`config.mk`:
```
export PLATFORM = sky130hd
export DESIGN_NAME = align_port_arb_flat
export DESIGN_NICKNAME = d
export VERILOG_FILES = /design/src/rtl/align_arb_pkg.sv /design/src/rtl/align_port_arb_if.sv /design/src/rtl/align_rd_tag_pipe.sv /design/src/rtl/align_port_arb.sv /design/src/flat_wrapper.sv
export SDC_FILE = /design/constraint.sdc
export NUM_CORES = 1
export LEC_CHECK = 0
export CAP_MARGIN = 10
export CORE_AREA = 2 2 105 107
export CTS_CLUSTER_SIZE = 20
export DETAILED_ROUTE_END_ITERATION = 8
export DIE_AREA = 0 0 107 109
export PLACE_DENSITY = 0.72
export SLEW_MARGIN = 5
export SYNTH_ARGS = -nofsm -noshare
export SYNTH_HDL_FRONTEND = slang
export SYNTH_HIERARCHICAL = 1
export SYNTH_SLANG_ARGS = --single-unit
```
`constraint.sdc`:
```
create_clock -name clk -period 1.3 [get_ports clk]
set_input_delay 0.13 -clock clk [delete_from_list [all_inputs] [get_ports clk]]
set_output_delay 0.13 -clock clk [all_outputs]
set_load 0.01 [all_outputs]
```
`src/rtl/align_arb_pkg.sv`:
```
// Shared types for the align memory two-port front end:
// port ids, FSM states and the in-flight read tag.
package align_arb_pkg;

  typedef enum logic {
    PORT_A = 1'b0,
    PORT_B = 1'b1
  } port_t;

  typedef enum logic {
    INIT = 1'b0,
    RUN  = 1'b1
  } state_t;

  typedef struct packed {
    logic  vld;
    port_t port;
    logic  oor;
  } tag_t;

endpackage

```
`src/rtl/align_port_arb_if.sv`:
```
// Requester A/B handshakes plus the single core port,
// bundled for the align front end.
interface align_port_arb_if #(
  parameter int WIDTH   = 32,
  parameter int BITADDR = 10,
  parameter int BITPADR = 10
);

  logic               a_vld;
  logic               a_rdy;
  logic               a_wr;
  logic [BITADDR-1:0] a_addr;
  logic [WIDTH-1:0]   a_din;
  logic               a_rvld;
  logic [WIDTH-1:0]   a_dout;
  logic               a_serr;
  logic [BITPADR-1:0] a_padr;
  logic               a_oor;

  logic               b_vld;
  logic               b_rdy;
  logic               b_wr;
  logic [BITADDR-1:0] b_addr;
  logic [WIDTH-1:0]   b_din;
  logic               b_rvld;
  logic [WIDTH-1:0]   b_dout;
  logic               b_serr;
  logic [BITPADR-1:0] b_padr;
  logic               b_oor;

  logic               core_read;
  logic               core_write;
  logic [BITADDR-1:0] core_addr;
  logic [WIDTH-1:0]   core_din;
  logic [WIDTH-1:0]   core_dout;
  logic               core_serr;
  logic [BITPADR-1:0] core_padr;

  modport slave (
    input  a_vld, a_wr, a_addr, a_din,
    output a_rdy, a_rvld, a_dout,
    output a_serr, a_padr, a_oor,
    input  b_vld, b_wr, b_addr, b_din,
    output b_rdy, b_rvld, b_dout,
    output b_serr, b_padr, b_oor,
    output core_read, core_write,
    output core_addr, core_din,
    input  core_dout, core_serr, core_padr
  );

  modport master (
    output a_vld, a_wr, a_addr, a_din,
    input  a_rdy, a_rvld, a_dout,
    input  a_serr, a_padr, a_oor,
    output b_vld, b_wr, b_addr, b_din,
    input  b_rdy, b_rvld, b_dout,
    input  b_serr, b_padr, b_oor,
    input  core_read, core_write,
    input  core_addr, core_din,
    output core_dout, core_serr, core_padr
  );

endinterface

```
`src/rtl/align_rd_tag_pipe.sv`:
```
// Shift register of read tags; the head lines up with the
// core's read data RD_DELAY cycles after issue.
module align_rd_tag_pipe
  import align_arb_pkg::*;
#(
  parameter int RD_DELAY = 3
) (
  input  logic clk,
  input  logic clr,
  input  tag_t din,
  output tag_t head
);

  tag_t stg [RD_DELAY];

  always_ff @(posedge clk) begin
    if (clr) begin
      for (int i = 0; i < RD_DELAY; i++)
        stg[i] <= '0;
    end else begin
      stg[0] <= din;
      for (int i = 1; i < RD_DELAY; i++)
        stg[i] <= stg[i-1];
    end
  end

  assign head = stg[RD_DELAY-1];

endmodule

```
`src/rtl/align_port_arb.sv`:
```
// Zero-fills the align core after reset, then round-robins
// requesters A and B onto its single port and routes reads back.
module align_port_arb
  import align_arb_pkg::*;
#(
  parameter int WIDTH    = 32,
  parameter int NUMADDR  = 1024,
  parameter int BITADDR  = 10,
  parameter int BITPADR  = 10,
  parameter int RD_DELAY = 3
) (
  input  logic clk,
  input  logic rst,
  output logic init_done,
  align_port_arb_if.slave bus
);

  localparam logic [BITADDR-1:0] LAST =
    BITADDR'(NUMADDR - 1);

  state_t             state_q;
  state_t             state_d;
  logic [BITADDR-1:0] cnt_q;
  port_t              rr_q;

  logic               run;
  logic               a_acc;
  logic               b_acc;
  logic               acc;
  logic               op_wr;
  logic [BITADDR-1:0] op_addr;
  logic [WIDTH-1:0]   op_din;
  logic               op_oor;
  tag_t               tag_in;
  tag_t               head;
  logic               a_hit;
  logic               b_hit;

  // Ties go to whichever port did not win last time.
  always_comb begin
    run   = (state_q == RUN) && !rst;
    a_acc = run && bus.a_vld &&
            (!bus.b_vld || rr_q == PORT_B);
    b_acc = run && bus.b_vld &&
            (!bus.a_vld || rr_q == PORT_A);
    acc   = a_acc || b_acc;
    bus.a_rdy = a_acc;
    bus.b_rdy = b_acc;
    op_wr   = b_acc ? bus.b_wr   : bus.a_wr;
    op_addr = b_acc ? bus.b_addr : bus.a_addr;
    op_din  = b_acc ? bus.b_din  : bus.a_din;
    op_oor  = 32'(op_addr) >= 32'(NUMADDR);
  end

  always_comb begin
    state_d        = state_q;
    init_done      = 1'b0;
    bus.core_read  = 1'b0;
    bus.core_write = 1'b0;
    bus.core_addr  = '0;
    bus.core_din   = '0;
    unique case (state_q)
      INIT: begin
        if (!rst) begin
          bus.core_write = 1'b1;
          bus.core_addr  = cnt_q;
          if (cnt_q == LAST)
            state_d = RUN;
        end
      end
      RUN: begin
        init_done = !rst;
        if (acc) begin
          bus.core_read  = !op_wr && !op_oor;
          bus.core_write = op_wr && !op_oor;
          bus.core_addr  = op_addr;
          bus.core_din   = op_din;
        end
      end
      default: state_d = INIT;
    endcase
  end

  always_ff @(posedge clk) begin
    if (rst)
      state_q <= INIT;
    else
      state_q <= state_d;
  end

  always_ff @(posedge clk) begin
    if (rst)
      cnt_q <= '0;
    else if (state_q == INIT)
      cnt_q <= cnt_q + 1'b1;
  end

  always_ff @(posedge clk) begin
    if (rst)
      rr_q <= PORT_B;
    else if (acc)
      rr_q <= b_acc ? PORT_B : PORT_A;
  end

  // Out-of-range reads still take a slot to keep ordering.
  always_comb begin
    tag_in.vld  = acc && !op_wr;
    tag_in.port = b_acc ? PORT_B : PORT_A;
    tag_in.oor  = op_oor;
  end

  align_rd_tag_pipe #(
    .RD_DELAY (RD_DELAY)
  ) u_tag_pipe (
    .clk  (clk),
    .clr  (rst),
    .din  (tag_in),
    .head (head)
  );

  always_comb begin
    a_hit = !rst && head.vld && head.port == PORT_A;
    b_hit = !rst && head.vld && head.port == PORT_B;
    bus.a_rvld = a_hit;
    bus.b_rvld = b_hit;
    bus.a_oor  = a_hit && head.oor;
    bus.b_oor  = b_hit && head.oor;
    bus.a_dout = '0;
    bus.a_serr = 1'b0;
    bus.a_padr = '0;
    bus.b_dout = '0;
    bus.b_serr = 1'b0;
    bus.b_padr = '0;
    if (a_hit && !head.oor) begin
      bus.a_dout = bus.core_dout;
      bus.a_serr = bus.core_serr;
      bus.a_padr = bus.core_padr;
    end
    if (b_hit && !head.oor) begin
      bus.b_dout = bus.core_dout;
      bus.b_serr = bus.core_serr;
      bus.b_padr = bus.core_padr;
    end
  end

endmodule
```
`src/flat_wrapper.sv`:
```
// flat-port wrapper written by rule: the top's interface ports become plain ports
module align_port_arb_flat import align_arb_pkg::*;
#(
  parameter int WIDTH    = 32,
  parameter int NUMADDR  = 1024,
  parameter int BITADDR  = 10,
  parameter int BITPADR  = 10,
  parameter int RD_DELAY = 3
)
  (clk, rst, init_done, bus_a_vld, bus_a_wr, bus_a_addr, bus_a_din, bus_a_rdy, bus_a_rvld, bus_a_dout, bus_a_serr, bus_a_padr, bus_a_oor, bus_b_vld, bus_b_wr, bus_b_addr, bus_b_din, bus_b_rdy, bus_b_rvld, bus_b_dout, bus_b_serr, bus_b_padr, bus_b_oor, bus_core_read, bus_core_write, bus_core_addr, bus_core_din, bus_core_dout, bus_core_serr, bus_core_padr);
  align_port_arb_if #(.WIDTH(WIDTH), .BITADDR(BITADDR), .BITPADR(BITPADR)) bus_i ();
  input  logic clk;
  input  logic rst;
  output logic init_done;
  input wire logic [$bits(bus_i.a_vld)-1:0] bus_a_vld;
  input wire logic [$bits(bus_i.a_wr)-1:0] bus_a_wr;
  input wire logic [$bits(bus_i.a_addr)-1:0] bus_a_addr;
  input wire logic [$bits(bus_i.a_din)-1:0] bus_a_din;
  output wire logic [$bits(bus_i.a_rdy)-1:0] bus_a_rdy;
  output wire logic [$bits(bus_i.a_rvld)-1:0] bus_a_rvld;
  output wire logic [$bits(bus_i.a_dout)-1:0] bus_a_dout;
  output wire logic [$bits(bus_i.a_serr)-1:0] bus_a_serr;
  output wire logic [$bits(bus_i.a_padr)-1:0] bus_a_padr;
  output wire logic [$bits(bus_i.a_oor)-1:0] bus_a_oor;
  input wire logic [$bits(bus_i.b_vld)-1:0] bus_b_vld;
  input wire logic [$bits(bus_i.b_wr)-1:0] bus_b_wr;
  input wire logic [$bits(bus_i.b_addr)-1:0] bus_b_addr;
  input wire logic [$bits(bus_i.b_din)-1:0] bus_b_din;
  output wire logic [$bits(bus_i.b_rdy)-1:0] bus_b_rdy;
  output wire logic [$bits(bus_i.b_rvld)-1:0] bus_b_rvld;
  output wire logic [$bits(bus_i.b_dout)-1:0] bus_b_dout;
  output wire logic [$bits(bus_i.b_serr)-1:0] bus_b_serr;
  output wire logic [$bits(bus_i.b_padr)-1:0] bus_b_padr;
  output wire logic [$bits(bus_i.b_oor)-1:0] bus_b_oor;
  output wire logic [$bits(bus_i.core_read)-1:0] bus_core_read;
  output wire logic [$bits(bus_i.core_write)-1:0] bus_core_write;
  output wire logic [$bits(bus_i.core_addr)-1:0] bus_core_addr;
  output wire logic [$bits(bus_i.core_din)-1:0] bus_core_din;
  input wire logic [$bits(bus_i.core_dout)-1:0] bus_core_dout;
  input wire logic [$bits(bus_i.core_serr)-1:0] bus_core_serr;
  input wire logic [$bits(bus_i.core_padr)-1:0] bus_core_padr;
  assign bus_i.a_vld = bus_a_vld;
  assign bus_i.a_wr = bus_a_wr;
  assign bus_i.a_addr = bus_a_addr;
  assign bus_i.a_din = bus_a_din;
  assign bus_a_rdy = bus_i.a_rdy;
  assign bus_a_rvld = bus_i.a_rvld;
  assign bus_a_dout = bus_i.a_dout;
  assign bus_a_serr = bus_i.a_serr;
  assign bus_a_padr = bus_i.a_padr;
  assign bus_a_oor = bus_i.a_oor;
  assign bus_i.b_vld = bus_b_vld;
  assign bus_i.b_wr = bus_b_wr;
  assign bus_i.b_addr = bus_b_addr;
  assign bus_i.b_din = bus_b_din;
  assign bus_b_rdy = bus_i.b_rdy;
  assign bus_b_rvld = bus_i.b_rvld;
  assign bus_b_dout = bus_i.b_dout;
  assign bus_b_serr = bus_i.b_serr;
  assign bus_b_padr = bus_i.b_padr;
  assign bus_b_oor = bus_i.b_oor;
  assign bus_core_read = bus_i.core_read;
  assign bus_core_write = bus_i.core_write;
  assign bus_core_addr = bus_i.core_addr;
  assign bus_core_din = bus_i.core_din;
  assign bus_i.core_dout = bus_core_dout;
  assign bus_i.core_serr = bus_core_serr;
  assign bus_i.core_padr = bus_core_padr;
  align_port_arb #(.WIDTH(WIDTH), .NUMADDR(NUMADDR), .BITADDR(BITADDR), .BITPADR(BITPADR), .RD_DELAY(RD_DELAY)) u_core (.clk(clk), .rst(rst), .init_done(init_done), .bus(bus_i));
endmodule
```
# Word-level counts from Yosys, hierarchy flattened

Memory sizes are Yosys's and may differ from the RTL's.
Cells that the tools add are included.
Widths: inputs -> output; s select.

Memories: 1
Memory bits (writable): 9
Bits of input ports: 133
Bits in registers: 12
Latch bits: 0
ROM bits: 0

Multiply operators: 0
Bitwise logic cells: 6
Divide/modulo/power cells: 0
Magnitude comparators: 0
Reduce and logical (&&, ||, !) cells: 21
Multiplexer cells: 28
Eq/ne operators: 1
Shift operators: 0
$add $sub $neg: 1

Memories:

| name                  | depth | bits a word | rd ports | clocked after memory_dff | wr ports | line                    | source |
|---|---|---|---|---|---|---|---|
| u_core.u_tag_pipe.stg | 3     | 3           | 3        | 0                        | 3        | align_rd_tag_pipe.sv:14 | `tag_t stg [RD_DELAY];` |

Operators by type and width:

| cell                  | number |
|---|---|
| $mux 32               | 5 |
| $mux 10               | 5 |
| $pmux 10 s2           | 1 |
| $logic_and 1x1->1     | 13 |
| $mux 1                | 13 |
| $add 10x1->10 const B | 1 |
| $eq 10x10->1 const B  | 1 |
| $mux 3                | 3 |
| $logic_not 1->1       | 5 |
| $logic_or 1x1->1      | 3 |
| $not 1->1             | 3 |
| $or 1x1->1            | 3 |
| $pmux 1 s2            | 1 |

# Depth between registers and ports, before layout

Gate-level depths: netlist of run 1.

Depth in word-level cells: 8
Mapped depth: 7
Depth with buffers taken out: 5

# By module

Netlist of run 1, hierarchy kept.

By module, submodules not included:

| module            | cells each | times used | area an instance (um2) | seq. area each (um2) |
|---|---|---|---|---|
| align_port_arb    | 318        | 1          | 2028.2                 | 240.2 |
| align_rd_tag_pipe | 21         | 1          | 259.0                  | 180.2 |

# Least setup slack after synthesis of run 1

No wires, ideal clock.

Path type: flip-flop to flip-flop
From: register u_core.cnt_q[0]
To: register u_core.state_q
Data required time: 1230 ps
Stages on the path, launching flop included: 5
Path buffers: 0
Arrival time: 1326 ps
Path slack: -96 ps
Cell sequence: dfxtp_1 ha_1 nand2_1 or4_1 a21oi_1

Cells in the longest elaborated chain, start to end: 3

RTL lines:

| element                  | line                 | source |
|---|---|---|
| start: declaration       | align_port_arb.sv:23 | `logic [BITADDR-1:0] cnt_q;` |
| start signal: assignment | align_port_arb.sv:95 | `cnt_q <= cnt_q + 1'b1;` |
| $eq 10x10->1             | align_port_arb.sv:67 | `if (cnt_q == LAST)` |
| $mux 1                   | align_port_arb.sv:67 |  |
| $mux 1                   | align_port_arb.sv:62 | `unique case (state_q)` |
| end signal: assignment   | align_port_arb.sv:88 | `state_q <= state_d;` |
| end: declaration         | align_port_arb.sv:21 | `state_t state_q;` |

Every way passes these cells.
A chain may end at the register's enable or synchronous reset.

# Final worst setup path of run 1

From: register u_core.rr_q
To: output bus_core_din[7]

Cells in the longest elaborated chain, start to end: 6

RTL lines:

| element                                            | line                                       | source |
|---|---|---|
| start: declaration                                 | align_port_arb.sv:24                       | `port_t rr_q;` |
| start signal: assignment                           | align_port_arb.sv:102                      | `rr_q <= b_acc ? PORT_B : PORT_A;` |
| $not 1->1                                          | align_port_arb.sv:45                       | `(!bus.a_vld \|\| rr_q == PORT_A);` |
| $logic_or 1x1->1                                   | align_port_arb.sv:45                       |  |
| $logic_and 1x1->1                                  | align_port_arb.sv:44                       | `b_acc = run && bus.b_vld &&` |
| $mux 32 / $logic_or 1x1->1 (equally long branches) | align_port_arb.sv:51, align_port_arb.sv:46 |  |
| $mux 32 *                                          | align_port_arb.sv:73                       | `if (acc) begin` |
| $mux 32 *                                          | align_port_arb.sv:62                       |  |
| end: declaration                                   | flat_wrapper.sv:38                         | `output wire logic [$bits(bus_i.core_din)-1:0] bus_core_din;` |

Every way passes the cells marked *; elsewhere a longest branch is shown, timed or not.

==> impl_metrics.csv, run 1 <==
group,metric,value,unit
die,ios,270,
critical_path,cp-end-kind,"output pin",
hold_path,worstHoldPathType,"flop to flop",
route,antenna_left,0,
finish,syn2layout_area_growth,200,%
finish,fin_area,6870,um2
route,wire_per_inst,17.8,um
pwr,ir_drop,0.000295,V
placed_design,port-buffer-count,269,
placed_design,dpl_cell_area,5470,um2
timing,rsz0062_at_grt,"yes",
die,start_util,21.6,%
timing,finalHoldViolCount,0,
pwr,p_total,1.99,mW
run_status,violations,"setup timing",
logic_synthesis,yosysUniqueCellTypes,42,
critical_path,path_class,"flop to output pin",
clocking,cts.sinks,21,
placed_design,pre_cts_ws,-0.842,ns
die,placementRows,38,
grt,grt_pass1_vias,3903,
logic_synthesis,syn_area,2290,um2
logic_synthesis,ys_seq_area_share,18.4,%
logic_synthesis,synth_area_per_cell,6.75,um2
timing,final.setup_skew,0.00693,ns
logic_synthesis,mappedNetlistNets,473,
finish,fin_nets,814,
timing,worst_slack,-0.478,ns
clocking,clkSlewWorstSetupHoldPaths,0.07,ns
placed_design,place.detailed.hpwl,8.93,mm
finish,multi_input_area,2370,um2
pwr,power_per_cell_area,290,nW/um2
route,vias,3992,
grt,grt_use_total,21.3,%
die,die_y,109,um
clocking,htreeDepth,1,
logic_synthesis,ys_seq_elements,21,
die,core-area,10600,um2
grt,grt_max_degree,25,
logic_synthesis,syn-instance-count,339,
die,die-width,107,um
finish,final_util,64.8,%
grt,overflow,0,
timing,finalCritPeriodShare,137,%
timing,fin_crit,1.78,ns
placed_design,globalplace.congestion,0.826,
finish,drive_gt1_share,64.1,%
timing,fmax,562,MHz
critical_path,cp-start-kind,"flop",
route,first_iter_violations,164,
critical_path,worst-endpoint-arrival,1.65,ns
logic_synthesis,yosysWarningCount,6,
route,dr.pass1.iters,4,
critical_path,crit_fanout,8,
timing,setup_viol,136,
clocking,cts_root_buf,"clkbuf_8",
route,via_per_inst,4.87,
run_status,status,"finished, violations left",
clocking,cts_hold_repair.buffers,0,
route,routed_wl,14.6,mm
finish,register_area,442,um2
route,drcViolationCount,0,
clocking,cts_buffers,3,
finish,final.fill_count,812,
die,die-area,11700,um2
critical_path,critPathRequiredTime,1.17,ns
grt,grt_pass1_wl,19.9,mm
run,drv_cap,0,
clocking,cts_tree,"done",
clocking,insertion_delay,0.27,ns
timing,final-max-slew-violation-count,0,
pwr,leakage,2.98,nW
grt,antenna_found_initial,1,
clocking,clockBufferDepth,2,
-- power breakdown --
part / internal [mW] / switching [mW]
logic: 0.577 / 0.303
clock network: 0.214 / 0.230
registers: 0.652 / 0.0120
total: 1.44 / 0.545
-- routing by layer --
metal	share of wire (%)	vias to the layer above	GRT usage (%)
met5	0	-	0
met4	2.9	0	6.77
met3	7.8	29	4.06
met2	56	229	44.1
met1	34	1885	20.9
li1	-	1849	-
-- state kept, by name, indices dropped and copies added, names as in the netlist --
| register | count |
|---|---|
| u_core/state_q | 1 |
| u_core/cnt_q | 10 |
| u_core/u_tag_pipe/stg | 9 |
| u_core/rr_q | 1 |
-- layout by cell type, fill, tap and decap left out, types with 3 or more instances in the layout --
master | netlist | routed
buf_12 | 0 | 14
a21oi_1 | 39 | 14
buf_6 | 1 | 118
buf_8 | 0 | 7
o21ai_1 | 1 | 21
nand3_1 | 33 | 6
and2_4 | 0 | 86
buf_16 | 0 | 7
o21ai_2 | 1 | 16
mux2i_1 | 12 | 11
a21oi_2 | 0 | 25
nand2_1 | 14 | 13
buf_2 | 8 | 47
dfxtp_1 | 21 | 8
o21ai_4 | 0 | 4
buf_4 | 5 | 39
dlygate4sd2_1 | 0 | 3
clkdlybuf4s50_1 | 0 | 129
clkbuf_8 | 1 | 3
or4_4 | 0 | 3
xor2_1 | 3 | 3
dfxtp_2 | 0 | 11
o21ai_0 | 45 | 6
nor2_1 | 8 | 6
nor2b_1 | 10 | 10
nand3_2 | 0 | 23
nand3_4 | 0 | 4
-- what timing repair did --
item	in CTS	in global routing
buffers inserted	43	14
setup endpoints to repair	143	143
gates resized for setup	734	176
pin swaps	65	54
gates cloned	14	3
-- final cells by class --
class	instances	share of cell area, %
timing repair buffer	368	55.5
tap	140	2.55
clock buffer	3	0.601
antenna	1	0.0364
multi-input combinational	283	34.5
inverter	3	0.273
clock inverter	1	0.0729
sequential	21	6.43
-- synthesized netlist by cell type, drive strengths merged --
master  instances  share of area (%)
conb            1               0.16
nand4           1               0.27
o21ai          47                 10
nor2b          10                2.7
o22ai           1               0.27
mux2i          12                5.3
xor2            3                1.1
dfxtp          21                 18
and2           88                 24
nand4b          3                1.8
or3             3               0.93
a21bo           1               0.44
clkbuf         18                3.6
inv             3               0.60
xnor2           1               0.38
nand3          33                7.2
buf            15                4.0
nand2b          1               0.27
or4             3               0.98
and2b           2               0.66
and3b           1               0.38
nor2            8                1.3
nor3b           1               0.55
a21boi          2               0.82
a21oi          39                8.5
o31ai           2               0.66
or2             1               0.27
nand2          14                2.3
a31oi           1               0.27
ha              1               0.55
a211oi          2               0.66
-- critical path, cell delays in order, from the launching register on --
cell and delay (ns):
dfxtp_4 0.37, a21boi_4 0.20, buf_12 0.15, buf_12 0.13, buf_6 0.09, nand3_2 0.09, a21oi_2 0.18, buf_2 0.16
-- worst paths after layout --
path                                          start  depth (start not counted)                                      to  slack (ns)
max                        u_core/rr_q$_SDFFE_PP1P_                          7                         bus_core_din[7]       -0.48
min          u_core/u_tag_pipe/stg[0][5]$_SDFF_PP0_                          1  u_core/u_tag_pipe/stg[0][8]$_SDFF_PP0_        0.44
max reg2reg               u_core/state_q$_SDFF_PP0_                          4            u_core/cnt_q[9]$_SDFFE_PP0N_       -0.09
min reg2reg  u_core/u_tag_pipe/stg[0][5]$_SDFF_PP0_                          1  u_core/u_tag_pipe/stg[0][8]$_SDFF_PP0_        0.44
-- cells by family (layout without fill, tap and decap cells) --
kind of cell	count (synthesis)	count (layout)	synth area share, %
DFF	21	21	18.4
and+or+nand+nor	169	169	43.8
AOI/OAI and AO/OA	95	96	22.1
xor gates and xnor gates	4	4	1.53
other	1	2	0.164
buffers and inverters	36	375	8.26
adders and majority gates	1	1	0.547
muxes	12	12	5.25
-- per-stage QoR --
step | hold WS (ns) | setup TNS (ns) | cells
after global routing | 0.463 | -51.26 | 820
after CTS | 0.444 | -44.53 | 811
after detailed placement | 0.427 | -107.20 | 752
final | 0.443 | -44.87 | 820
after floorplan | 0.202 | -1.97 | 339
after global placement | 0.420 | -103.45 | 752
No activity file was read; power rests on OpenSTA's default activity.
==> run 2: changes to the inputs <==
- SLEW_MARGIN: 5 -> 30
==> results of run 2 <==
Same layout as run 1: the final DEF is identical, and so are final timing and power.
